`src/rtl/cmp_minmax_tracker.sv`:
```
// Streaming min/max tracker: consumes a packet of samples over valid/ready and
// presents min, max, their first-occurrence indices and the sample count as one result beat.
module cmp_minmax_tracker #(
   parameter int n    = 8,
   parameter bit sign = 1'b0,
   parameter int IW   = 8
) (
   input  logic          clk_i,
   input  logic          rst_ni,
   input  logic          in_valid_i,
   output logic          in_ready_o,
   input  logic [n-1:0]  in_data_i,
   input  logic          in_last_i,
   output logic          out_valid_o,
   input  logic          out_ready_i,
   output logic [n-1:0]  min_o,
   output logic [n-1:0]  max_o,
   output logic [IW-1:0] min_idx_o,
   output logic [IW-1:0] max_idx_o,
   output logic [IW-1:0] count_o
);

   typedef enum logic [1:0] {
      IDLE  = 2'd0,
      ACCUM = 2'd1,
      DONE  = 2'd2
   } state_t;

   localparam logic [1:0]    CODE_EQ = 2'b00;
   localparam logic [1:0]    CODE_LT = 2'b01;
   localparam logic [1:0]    CODE_GT = 2'b10;
   localparam logic [IW-1:0] CNT_MAX = '1;

   // Same code as the upstream compare stage: 00 equal, 01 a<b, 10 a>b.
   function automatic logic [1:0] cmp(input logic [n-1:0] a, input logic [n-1:0] b);
      logic lt;
      logic gt;
      if (sign) begin
         lt = $signed(a) < $signed(b);
         gt = $signed(a) > $signed(b);
      end else begin
         lt = a < b;
         gt = a > b;
      end
      if (lt)      return CODE_LT;
      else if (gt) return CODE_GT;
      else         return CODE_EQ;
   endfunction

   state_t        state_q, state_d;
   logic [n-1:0]  min_q, max_q;
   logic [IW-1:0] min_idx_q, max_idx_q, count_q;
   logic [1:0]    code_min, code_max;
   logic          in_fire;

   assign in_ready_o  = (state_q != DONE);
   assign out_valid_o = (state_q == DONE);
   assign in_fire     = in_valid_i & in_ready_o;

   always_comb begin
      code_min = cmp(in_data_i, min_q);
      code_max = cmp(in_data_i, max_q);
   end

   always_comb begin
      state_d = state_q;
      case (state_q)
         IDLE: begin
            if (in_fire) state_d = in_last_i ? DONE : ACCUM;
         end
         ACCUM: begin
            if (in_fire && in_last_i) state_d = DONE;
         end
         DONE: begin
            if (out_ready_i) state_d = IDLE;
         end
         default: state_d = IDLE;
      endcase
   end

   always_ff @(posedge clk_i or negedge rst_ni) begin
      if (!rst_ni) state_q <= IDLE;
      else         state_q <= state_d;
   end

   // The index of a new sample is the count before increment; once the count
   // saturates, late samples are all recorded at the saturated index.
   always_ff @(posedge clk_i or negedge rst_ni) begin
      if (!rst_ni) begin
         min_q     <= '0;
         max_q     <= '0;
         min_idx_q <= '0;
         max_idx_q <= '0;
         count_q   <= '0;
      end else if (in_fire) begin
         if (state_q == IDLE) begin
            min_q     <= in_data_i;
            max_q     <= in_data_i;
            min_idx_q <= '0;
            max_idx_q <= '0;
            count_q   <= IW'(1);
         end else begin
            if (code_min == CODE_LT) begin
               min_q     <= in_data_i;
               min_idx_q <= count_q;
            end
            if (code_max == CODE_GT) begin
               max_q     <= in_data_i;
               max_idx_q <= count_q;
            end
            if (count_q != CNT_MAX) count_q <= count_q + IW'(1);
         end
      end
   end

   assign min_o     = min_q;
   assign max_o     = max_q;
   assign min_idx_o = min_idx_q;
   assign max_idx_o = max_idx_q;
   assign count_o   = count_q;

endmodule

```
`config.mk`:
```
export PLATFORM = sky130hd
export DESIGN_NAME = cmp_minmax_tracker
export DESIGN_NICKNAME = d
export VERILOG_FILES = /design/src/rtl/cmp_minmax_tracker.sv
export SDC_FILE = /design/constraint.sdc
export NUM_CORES = 1
export LEC_CHECK = 0
export ABC_AREA = 1
export CAP_MARGIN = 20
export CORE_UTILIZATION = 54
export DETAILED_ROUTE_END_ITERATION = 12
export GPL_TIMING_DRIVEN = 0
export PLACE_DENSITY = 0.82
export SLEW_MARGIN = 20
export SYNTH_ARGS = -nofsm -noshare
export SYNTH_HDL_FRONTEND = slang
export SYNTH_SLANG_ARGS = --single-unit
```
`constraint.sdc`:
```
create_clock -name clk_i -period 2.45 [get_ports clk_i]
set_input_delay 0.3675 -clock clk_i [delete_from_list [all_inputs] [get_ports clk_i]]
set_output_delay 0.3675 -clock clk_i [all_outputs]
set_load 0.03 [all_outputs]
```
; ---- Word level (Yosys, flattened, before mapping)
; Index checks and enable logic that the tools add are counted.
[classes]
reduce_logical = 9
muxes = 19
n_bitwise = 1
addsub = 1
order_cmp = 4
eq_ne = 9
[ops]
columns = cell, count
row1 = 2-to-1 mux 8 bit, 10
row2 = > comparator 8 bit, 2
row3 = less-than comparator 8 bit, 2
row4 = 2-to-1 mux 2 bit, 8
row5 = "adder 8 x 1 -> 8 bit, second input constant", 1
row6 = "inequality test 8 bit, second input constant", 1
row7 = "inequality test 2 bit, second input constant", 3
row8 = case mux 2 bit (3 select lines), 1
row9 = AND reduction 2 bit, 3
row10 = nonzero test 2 bit, 3
row11 = "== test 2 x 1 -> 1 bit, second input constant", 2
row12 = "== test 2 bit, second input constant", 2
row13 = AND reduction 3 bit, 1
row14 = logical NOT 2 bit, 1
row15 = "inequality test 2 x 1 -> 1 bit, second input constant", 1
row16 = bitwise AND 1 bit, 1
row17 = logical AND 1 bit, 1
[totals]
inputBits = 13
register_bits = 42
output_inout_bits = 42

; ---- Longest topological paths before layout
; Gate-level depths: netlist of the first run.
[logic_depth]
depth_word = 6
ltp_mapped = 15
depth_no_buf = 14

; ---- Least setup slack after synthesis of the first run
; No wires, ideal clock.
[synth_path]
path_kind = flip-flop to flip-flop
start = reg max_q[7] (netlist: max_o[7])
end = reg max_q[0] (netlist: max_o[0])
path_stages_with_launch = 13
arrival_ns = 1.658
slack_ns = 0.674
period_less_slack_ns = 1.776
path_cell_list = dfrtp_1 > inv_1 > ha_1 > nand2_1 > nor2_1 > nand2_1 > nand2_1 > nand2_1 > nand2_2 > nand2_4 > buf_4 > nand2_1 > nand2_1
[synth_between]
elab_chain_len = 6
elab_cells_between_ends = 7
[synth_lines]
columns = element, line_no
row1 = "start, declared", 51  ; logic [n-1:0] min_q, max_q;
row2 = "start signal, assigned", 98  ; max_q <= in_data_i;
row3 = "start signal, assigned", 108  ; max_q <= in_data_i;
row4 = > comparator 8 bit, 43  ; gt = a > b;
row5 = 2-to-1 mux 2 bit, 46  ; else if (gt) return CODE_GT;
row6 = 2-to-1 mux 2 bit *, 45  ; if (lt) return CODE_LT;
row7 = == test 2 bit *, 107  ; if (code_max == CODE_GT) begin
row8 = nonzero test 2 bit (no source line) *, n/a
row9 = AND reduction 2 bit (no source line) *, n/a
; Mark *: on every way between the ends. The rest lies on a longest branch, timed or not.
; A chain may end at the register's enable or synchronous reset.

; ---- Final worst setup path of the first run
[layout_path]
start = reg state_q[1]
end = out out_valid_o
[layout_between]
elab_chain_len = 1
[layout_lines]
columns = element, line_no
row1 = "start, declared", 50  ; state_t state_q, state_d;
row2 = "start signal, assigned", 83  ; else state_q <= state_d;
row3 = == test 2 bit, 57  ; assign out_valid_o = (state_q == DONE);
row4 = "end, declared", 14  ; output logic out_valid_o,
; Every way passes these cells.

==> key figures, run 1 <==
Outcome
  • Status: complete, no violations

Critical path
  • R2R setup slack: 640 ps
  • Critical Path RT: 2080 ps
  • Startpoint Class: register
  • Worst Path Arrival: 1740 ps
  • Top delay family on crit path: buffers and inverters
  • Crit Path Category: reg2out
  • CP max stage cell: clkdlybuf4s50_1
  • Critical-path maximum fanout: 3
  • Worst setup path end: out_valid_o
  • Reg2reg end: min_idx_o[7]$_DFFE_PN0P_
  • CP startpoint: state_q[1]$_DFFE_PN0P_
  • R2R depth: 10
  • Worst path cell trace: inv_2 -> nor2_4 -> clkdlybuf4s50_1
  • Slowest cell delay on critical path: 700 ps
  • CP bufs+invs: 2
  • Worst R2R Start: min_o[5]$_DFFE_PN0P_
  • Element type at the critical path end: output pin
  • Critical path depth: 3

Power
  • Worst-case vdd ir drop: 0.526 mV
  • Seq pwr share: 0.341
  • Sw power: 1.07 mW
  • P per Cell Area: 878 nW/um2
  • Sw frac: 0.386
  • Internal: 1.69 mW
  • Clock power frac: 0.238
  • Gate power share: 0.421
  • LEAKAGE: 1.59 nW

Placed design
  • Post-DP HPWL: 3.87 mm
  • Dpl cells: 393
  • DP Area: 3010 um2
  • Routability cong.: 0.859
  • PortBufs: 54
  • Pre-CTS setup slack: 166 ps

Cells and area
  • Layout Utilization: 0.764
  • Share of cells above drive strength 1: 0.134
  • # fillers: 302
  • Final net count: 379
  • Post-Layout Inst Area: 3140 um2
  • FF+latch area: 1050 um2
  • # diodes: 0
  • Area growth syn-to-layout: 32.1%
  • Multi-input gate area: 1130 um2
  • Finished Layout Cells: 401

Die
  • IO Pins: 55
  • Cell Rows: 23
  • Initial Util: 0.578
  • Core Region: 4120 um2
  • Die outline height: 68.4 um
  • Die Area: 4680 um2
  • Die Wd: 68.4 um

CTS
  • CTS Sinks: 42
  • CTS tree: yes
  • Number of setup buffers added after CTS: 0
  • CTS max path bufs: 2
  • Post-CTS Resized: 0
  • CTS Buf Count: 5
  • Clock root buffer: clkbuf_8
  • CTS H-tree depth: 2
  • Clock Latency Late Sink: 300 ps
  • Clock slew at reported path FFs: 90 ps
  • CTS Hold Bufs: 0

Run
  • Maxcap violations: 0

GRT
  • Pin count of the biggest net entering global routing: 25
  • Global-route wire length before repair: 8.16 mm
  • Total GRT Usage: 0.241
  • Overflow after GRT: 0
  • Initial antenna violation count: 0
  • Vias in the first global route: 1786

Synth
  • Largest cells by area after synthesis: dfrtp_1 (44%), nand2_1 (15%), ha_1 (8.4%)
  • Ys flop type: dfrtp_1
  • Post-synth EDFFs: 0
  • Top cells by count, synth: nand2_1 (96), dfrtp_1 (42), nand3_1 (34)
  • Count leader, synth: nand2_1
  • Syn_nets: 317
  • Post-synthesis sequential area ratio: 0.442
  • Post-synth top area share: 0.442
  • Number of warnings issued by yosys: 0
  • Fraction of registers with async set/reset: 1.00
  • Flops & latches, synth: 42
  • Mapped cell area: 2380 um2
  • Netlist cell types: 29
  • Synth Area per Inst: 8.26 um2
  • Yosys top cell by area: dfrtp_1
  • Synth Instances: 288

STA
  • Fmax: 475 MHz
  • Fin. Hold Viols: 0
  • Final Max Slew Viols: 0
  • Setup-failing EPs final: 0
  • Max_slew headroom: 0.686
  • Actual slew at the worst max-slew pin: 471 ps
  • Setup TNS: 0 ps
  • RSZ-0062 raised after global routing: no
  • Final setup skew: 9.72 ps
  • Setup ws final: 343 ps
  • Tmin final: 2110 ps
  • Tcrit/Tclk final: 0.860

Route
  • Antenna viol nets, final: 0
  • Via density: 5.04
  • Remaining routing DRC violations: 0
  • Avg WL per Cell: 12.5 um
  • Vias: 2022
  • Initial DRC Count: 101
  • Routed WL: 5.00 mm
  • First-pass DRT Iterations: 4

Min path
  • Worst hold path type: in2async
## through the flow
stage	total power [mW]	hold WS [ps]
CTS	2.78	27.6
finish	2.76	12.7
global route	2.93	40.4
detailed placement	2.12	351
floorplan	1.68	71.9
global placement	2.09	456
## registers in the layout, summed over array words and instances, names as in the netlist
register and count:
max_idx_o 8, min_idx_o 8, count_o 8, min_o 8, state_q 2, max_o 8
## power groups by stage
stage	Combinational [mW]	Sequential, mW	Clock, mW
4_1_cts	1.17	0.941	0.667
5_1_grt	1.28	0.959	0.694
6_report	1.16	0.942	0.656
2_1_floorplan	0.475	1.21	0
3_5_place_dp	1.17	0.954	0
3_3_place_gp	1.14	0.947	0
## worst min-delay path by stage
stage	endpoint	cells after the start	slack, ps	start
floorplan	count_o[0]$_DFFE_PN0P_	0	70	rst_ni
global placement	max_idx_o[1]$_DFFE_PN0P_	2	460	max_idx_o[1]$_DFFE_PN0P_
detailed placement	min_o[1]$_DFFE_PN0P_	1	350	rst_ni
CTS	max_o[6]$_DFFE_PN0P_	1	30	rst_ni
global route	max_o[7]$_DFFE_PN0P_	1	40	rst_ni
finish	max_o[6]$_DFFE_PN0P_	1	10	rst_ni
## worst register-to-register path: stages, from the launching register on
cell     delay (ps)
dfrtp_1         370
inv_1            60
ha_1            290
a21oi_1         130
nor2_1           50
nor3_1          120
nand2_1         110
nand2_2         170
buf_2           260
nand3_1         110
nand2_1          80
## kinds of logic after synthesis
kind of cell             count (synthesis)  share of synthesized area
flip-flops                              42                      0.442
AO/OA/AOI/OAI                           14                     0.0363
AND/OR/NAND/NOR                        172                      0.356
adder cells (fa/ha/maj)                 16                     0.0841
buffers and inverters                   44                     0.0815
## metal layers
layer | track usage | part of all wire
met5 | 0 | 0
met4 | 0.0729 | 0.012
met3 | 0.0500 | 0.037
met2 | 0.413 | 0.49
met1 | 0.301 | 0.46
## final cells by class
class / instances / area share
Clock inverter: 3 / 0.0219
Inverter: 36 / 0.0442
Tap cell: 50 / 0.0199
Sequential cell: 42 / 0.334
Clock buffer: 5 / 0.0219
Timing Repair Buffer: 55 / 0.179
Buffer: 8 / 0.0175
Multi-Input combinational cell: 202 / 0.361
## layout by cell type (no fill, tap or decap), drive strengths merged
cell type        n
nand2          102
clkdlybuf4s50   53
dfrtp           42
nand3           39
inv             35
nor2            25
ha              16
buf             10
a21oi            8
clkbuf           5
nor3             5
o21ai            4
bufinv           2
clkinv           2
a21o             1
nand4            1
a211oi           1
Power figures use the tool's default switching activity.
==> run 2: changes to the inputs <==
- CORE_ASPECT_RATIO: not set -> 0.6
==> key figures, run 2 (same netlist as run 1, synthesis figures left out) <==
STA
  • Actual slew at the worst max-slew pin: 327 ps (-145 ps)
  • Fin. Hold Viols: 0 (unchanged)
  • Tmin final: 2130 ps (+24.0 ps)
  • Max_slew headroom: 0.782 (+0.0959)
  • Setup ws final: 319 ps (-24.0 ps)
  • Setup-failing EPs final: 0 (unchanged)
  • RSZ-0062 raised after global routing: no
  • Fmax: 469 MHz (-1.1%)
  • Final setup skew: 10.2 ps (+0.470 ps)
  • Tcrit/Tclk final: 0.870 (+0.00981)
  • Final Max Slew Viols: 0 (unchanged)

Die
  • Cell Rows: 18 (-22%)
  • Die outline height: 53.4 um (-22%)
  • Initial Util: 0.571 (-0.00712)
  • Die Area: 4690 um2 (+0.19%)
  • IO Pins: 55 (unchanged)
  • Core Region: 4170 um2 (+1.2%)
  • Die Wd: 87.7 um (+28%)

CTS
  • CTS max path bufs: 2 (unchanged)
  • CTS tree: yes
  • CTS H-tree depth: 2 (unchanged)
  • Number of setup buffers added after CTS: 0 (unchanged)
  • CTS Sinks: 42 (unchanged)
  • Clock root buffer: clkbuf_8
  • Clock slew at reported path FFs: 90 ps (about the same)
  • Clock Latency Late Sink: 300 ps (about the same)
  • Post-CTS Resized: 0 (unchanged)
  • CTS Hold Bufs: 1 (+1)
  • CTS Buf Count: 5 (unchanged)

Critical path
  • CP max stage cell: clkdlybuf4s50_1
  • Crit Path Category: reg2out
  • Worst path cell trace: inv_2 -> nor2_4 -> clkdlybuf4s50_1
  • Worst Path Arrival: 1760 ps (+20 ps)
  • Critical-path maximum fanout: 3 (unchanged)
  • Startpoint Class: register
  • R2R depth: 10 (unchanged)
  • Element type at the critical path end: output pin
  • Slowest cell delay on critical path: 700 ps (about the same)
  • Top delay family on crit path: buffers and inverters
  • CP bufs+invs: 2 (unchanged)
  • Worst R2R Start: min_o[5]$_DFFE_PN0P_
  • Critical path depth: 3 (unchanged)
  • CP startpoint: state_q[1]$_DFFE_PN0P_
  • Critical Path RT: 2080 ps (about the same)

Placed design
  • Post-DP HPWL: 4.20 mm (+8.6%)
  • Pre-CTS setup slack: 103 ps (-63.6 ps)
  • PortBufs: 54 (unchanged)
  • Dpl cells: 403 (+2.5%)
  • Routability cong.: 0.800 (-6.9%)

GRT
  • Total GRT Usage: 0.273 (+0.0326)
  • Initial antenna violation count: 0 (unchanged)
  • Pin count of the biggest net entering global routing: 32 (+28%)
  • Overflow after GRT: 0 (unchanged)
  • Global-route wire length before repair: 9.21 mm (+13%)
  • Vias in the first global route: 1894 (+6.0%)

Cells and area
  • # diodes: 0 (unchanged)
  • Share of cells above drive strength 1: 0.134 (-0.000380)
  • Commonest non-fill, non-tap cell in the layout: nand2_1
  • Finished Layout Cells: 412 (+2.7%)
  • Final net count: 380 (+0.26%)
  • Area growth syn-to-layout: 30.9%
  • Most frequent cells in the layout: nand2_1 (96), clkdlybuf4s50_1 (53), dfrtp_1 (42), nand3_1 (34), inv_1 (31)
  • Layout Utilization: 0.748 (-0.0160)

Route
  • Initial DRC Count: 141 (+40%)
  • First-pass DRT Iterations: 4 (unchanged)
  • Routed WL: 5.59 mm (+12%)
  • Vias: 2099 (+3.8%)
  • Remaining routing DRC violations: 0 (unchanged)
  • Avg WL per Cell: 13.6 um (+8.9%)
  • Via density: 5.09 (+1.0%)
  • Antenna viol nets, final: 0 (unchanged)

Power
  • P per Cell Area: 838 nW/um2 (-4.5%)
  • LEAKAGE: 1.57 nW (-1.3%)
  • Worst-case vdd ir drop: 0.666 mV (+27%)
  • PnR Total Power: 2.61 mW (-5.4%)

Min path
  • Worst hold path type: in2async

Run
  • Maxcap violations: 0 (unchanged)

Outcome
  • Status: complete, no violations
run 2: cell types whose count changed in the layout (fill, tap and decap cells not counted):
cell and change:
clkinv_2 +1, clkinvlp_4 +1, bufinv_16 -2, dlygate4sd3_1 +1
clkinv_4 -1, buf_12 +1, clkbuf_8 +1, buf_16 -1
run 2: cell type report:
type / count / area [um2]
tap: 60 / 75.1
clock inverter: 2 / 12.5
inverter: 36 / 139
fill: 330 / 1050
buffer: 8 / 55.1
multi-input combinational: 202 / 1130
clock buffer: 6 / 82.6
timing repair buffer: 56 / 566
sequential: 42 / 1050
run 2: final timing paths:
path / end / slack (ps)
worst max register to register: min_idx_o[7]$_DFFE_PN0P_ / 620
worst min-delay path: min_o[2]$_DFFE_PN0P_ / 470
max in group asynchronous: min_o[7]$_DFFE_PN0P_ / 1510
min in group clk_i: min_idx_o[0]$_DFFE_PN0P_ / 480
worst min register to register: min_idx_o[0]$_DFFE_PN0P_ / 480
worst max-delay path: out_valid_o / 320
run 2: metrics by stage:
stage,TNS (ps),instance area [um2],hold WS (ps)
6_report,0,3120,474
5_1_grt,0,3120,495
4_1_cts,0,3120,476
3_5_place_dp,0,3010,268
3_3_place_gp,-3690,3000,453
2_1_floorplan,0,2380,71.9
run 2: where the power goes:
part | internal (mW) | leakage [nW] | switching (mW)
registers | 0.828 | 0.548 | 0.113
clock network | 0.227 | 0.0472 | 0.260
logic | 0.455 | 0.976 | 0.727
run 2: per-layer routing:
| layer | global-route usage | share of wire |
|---|---|---|
| met5 | 0 | 0 |
| met1 | 0.399 | 0.50 |
| met2 | 0.395 | 0.42 |
| met3 | 0.0608 | 0.070 |
| met4 | 0.0929 | 0.013 |
==> run 3: changes to the inputs <==
- CAP_MARGIN: 20 -> 30
- CORE_UTILIZATION: 54 -> 50
- PLACE_DENSITY: 0.82 -> 0.77
- clock period: 2.45 -> 2.25 ns (I/O delays scaled with it)
==> key figures, run 3 (same netlist as run 1, synthesis figures left out) <==
Outcome
  • Status: complete, no violations

Die
  • IO Pins: 55 (unchanged)
  • Die Wd: 91.1 um (+3.8%)
  • Core Region: 4560 um2 (+9.5%)
  • Initial Util: 0.521 (-0.0498)
  • Die Area: 5050 um2 (+7.8%)
  • Cell Rows: 19 (+1)
  • Die outline height: 55.4 um (+3.8%)

STA
  • Final Max Slew Viols: 0 (unchanged)
  • Tmin final: 2090 ps
  • Setup-failing EPs final: 0 (unchanged)
  • RSZ-0062 raised after global routing: no
  • Max_slew headroom: 0.781 (about the same)
  • Setup TNS: 0 ps (unchanged)
  • Tcrit/Tclk final: 0.928
  • Fmax: 479 MHz
  • Fin. Hold Viols: 0 (unchanged)
  • Final setup skew: 5.71 ps (-4.48 ps)
  • Actual slew at the worst max-slew pin: 328 ps (+1.30 ps)

CTS
  • CTS H-tree depth: 2 (unchanged)
  • CTS max path bufs: 2 (unchanged)
  • CTS tree: yes
  • Clock slew at reported path FFs: 90 ps (about the same)
  • Clock Latency Late Sink: 300 ps (about the same)
  • Post-CTS Resized: 0 (unchanged)
  • Number of setup buffers added after CTS: 0 (unchanged)
  • Clock root buffer: clkbuf_8
  • CTS Buf Count: 5 (unchanged)
  • CTS Sinks: 42 (unchanged)

Critical path
  • Slowest cell delay on critical path: 700 ps (about the same)
  • Worst Path Arrival: 1750 ps (about the same)
  • Critical Path RT: 1910 ps (-170 ps)
  • CP bufs+invs: 2 (unchanged)
  • Critical-path maximum fanout: 3 (unchanged)
  • Top delay family on crit path: buffers and inverters
  • Startpoint Class: register
  • Element type at the critical path end: output pin
  • CP max stage cell: clkdlybuf4s50_1
  • Worst path cell trace: inv_2 -> nor2_4 -> clkdlybuf4s50_1
  • Crit Path Category: reg2out

Power
  • LEAKAGE: 1.57 nW (+0.20%)
  • PnR Total Power: 2.93 mW (+12%)
  • Internal: 1.73 mW (+15%)
  • Worst-case vdd ir drop: 0.479 mV (-28%)
  • Sw frac: 0.410 (-0.0116)
  • Sw power: 1.20 mW (+9.2%)
  • P per Cell Area: 934 nW/um2 (+11%)
  • Seq pwr share: 0.350 (-0.011)
  • Gate power share: 0.439 (-0.014)
  • Clock power frac: 0.211 (+0.024)

Cells and area
  • # fillers: 396 (+20%)
  • Area growth syn-to-layout: 31.9%
  • # diodes: 0 (unchanged)
  • Most frequent cells in the layout: nand2_1 (96), clkdlybuf4s50_1 (53), dfrtp_1 (42), nand3_1 (34), inv_1 (31)
  • Layout Utilization: 0.688 (-0.0602)
  • Multi-input gate area: 1130 um2 (unchanged)
  • FF+latch area: 1050 um2 (unchanged)
  • Commonest non-fill, non-tap cell in the layout: nand2_1
  • Finished Layout Cells: 415 (+0.73%)
  • Post-Layout Inst Area: 3140 um2 (+0.72%)
  • Final net count: 380 (unchanged)
  • Share of cells above drive strength 1: 0.134 (unchanged)

Placed design
  • DP Area: 3010 um2 (+0.12%)
  • Dpl cells: 406 (+0.74%)
  • PortBufs: 54 (unchanged)
  • Post-DP HPWL: 4.15 mm (-1.3%)
  • Routability cong.: 0.815 (+1.9%)

GRT
  • Global-route wire length before repair: 9.71 mm (+5.4%)
  • Pin count of the biggest net entering global routing: 32 (unchanged)
  • Initial antenna violation count: 0 (unchanged)
  • Vias in the first global route: 1949 (+2.9%)
  • Total GRT Usage: 0.246 (-0.0269)
  • Overflow after GRT: 0 (unchanged)

Route
  • Antenna viol nets, final: 0 (unchanged)
  • Avg WL per Cell: 13.4 um (-1.2%)
  • Via density: 5.07 (-0.44%)
  • Routed WL: 5.56 mm (-0.45%)
  • Initial DRC Count: 113 (-20%)
  • First-pass DRT Iterations: 4 (unchanged)
  • Vias: 2105 (+0.29%)
  • Remaining routing DRC violations: 0 (unchanged)

Run
  • Maxcap violations: 0 (unchanged)

Min path
  • Worst hold path type: in2async
-- run 3: cell types whose count changed in the layout (fill, tap and decap cells not counted) --
cell,before,now
bufinv_16,0,1
clkbuf_8,6,5
clkinv_2,2,1
clkinvlp_4,1,2
-- run 3: final timing paths --
check | cells after the start | end | slack, ps | startpoint
min in group clk_i | 2 | max_idx_o[1]$_DFFE_PN0P_ | 470 | max_idx_o[1]$_DFFE_PN0P_
hold reg to reg | 2 | max_idx_o[1]$_DFFE_PN0P_ | 470 | max_idx_o[1]$_DFFE_PN0P_
setup reg to reg | 10 | min_idx_o[6]$_DFFE_PN0P_ | 400 | min_o[5]$_DFFE_PN0P_
max in group asynchronous | 3 | min_idx_o[4]$_DFFE_PN0P_ | 1330 | rst_ni
setup / recovery | 3 | out_valid_o | 160 | state_q[1]$_DFFE_PN0P_
hold / removal | 2 | min_o[3]$_DFFE_PN0P_ | 450 | rst_ni
-- run 3: cell type report --
cell class | count | share of cell area
buffer | 8 | 0.0175
clock buffer | 5 | 0.0219
clock inverter | 3 | 0.0144
inverter | 36 | 0.0443
multi-input combinational | 202 | 0.362
sequential | 42 | 0.335
tap | 63 | 0.0251
timing repair buffer | 56 | 0.180
-- run 3: power by group through the flow --
stage                     combinational [mW]  sequential, mW  clock (mW)
after floorplan                        0.517            1.31           0
after global placement                  1.25            1.03           0
after detailed placement                1.28            1.04           0
after CTS                               1.29            1.02       0.629
after global routing                    1.41            1.05       0.664
final                                   1.29            1.03       0.619
-- run 3: repair_timing --
action | 4_1_cts | 5_1_grt
hold buffers | 1 | 0
hold endpoints to repair | 11 | 0
endpoints found under the setup margin | 0 | 0
-- run 3: stage by stage --
step / hold slack, ps / worst slack, ps
6_report: 451 / 162
5_1_grt: 464 / 70.7
4_1_cts: 458 / 152
3_5_place_dp: 251 / -50.1
3_3_place_gp: 455 / -323
2_1_floorplan: 41.9 / 474
-- run 3: worst reg2reg max path: stages, from the launching register on --
cell     delay, ps
dfrtp_1        380
inv_1           50
ha_1           280
a21oi_1        140
nor2_1          50
nor3_1         130
nand2_1         90
nand2_2        160
buf_2          280
nand3_1        130
nand2_1        100
-- run 3: metal layers --
layer	wire, um	GRT usage
met2	2280	0.337
met5	0	0
met4	47	0.0612
met3	481	0.0537
met1	2760	0.392
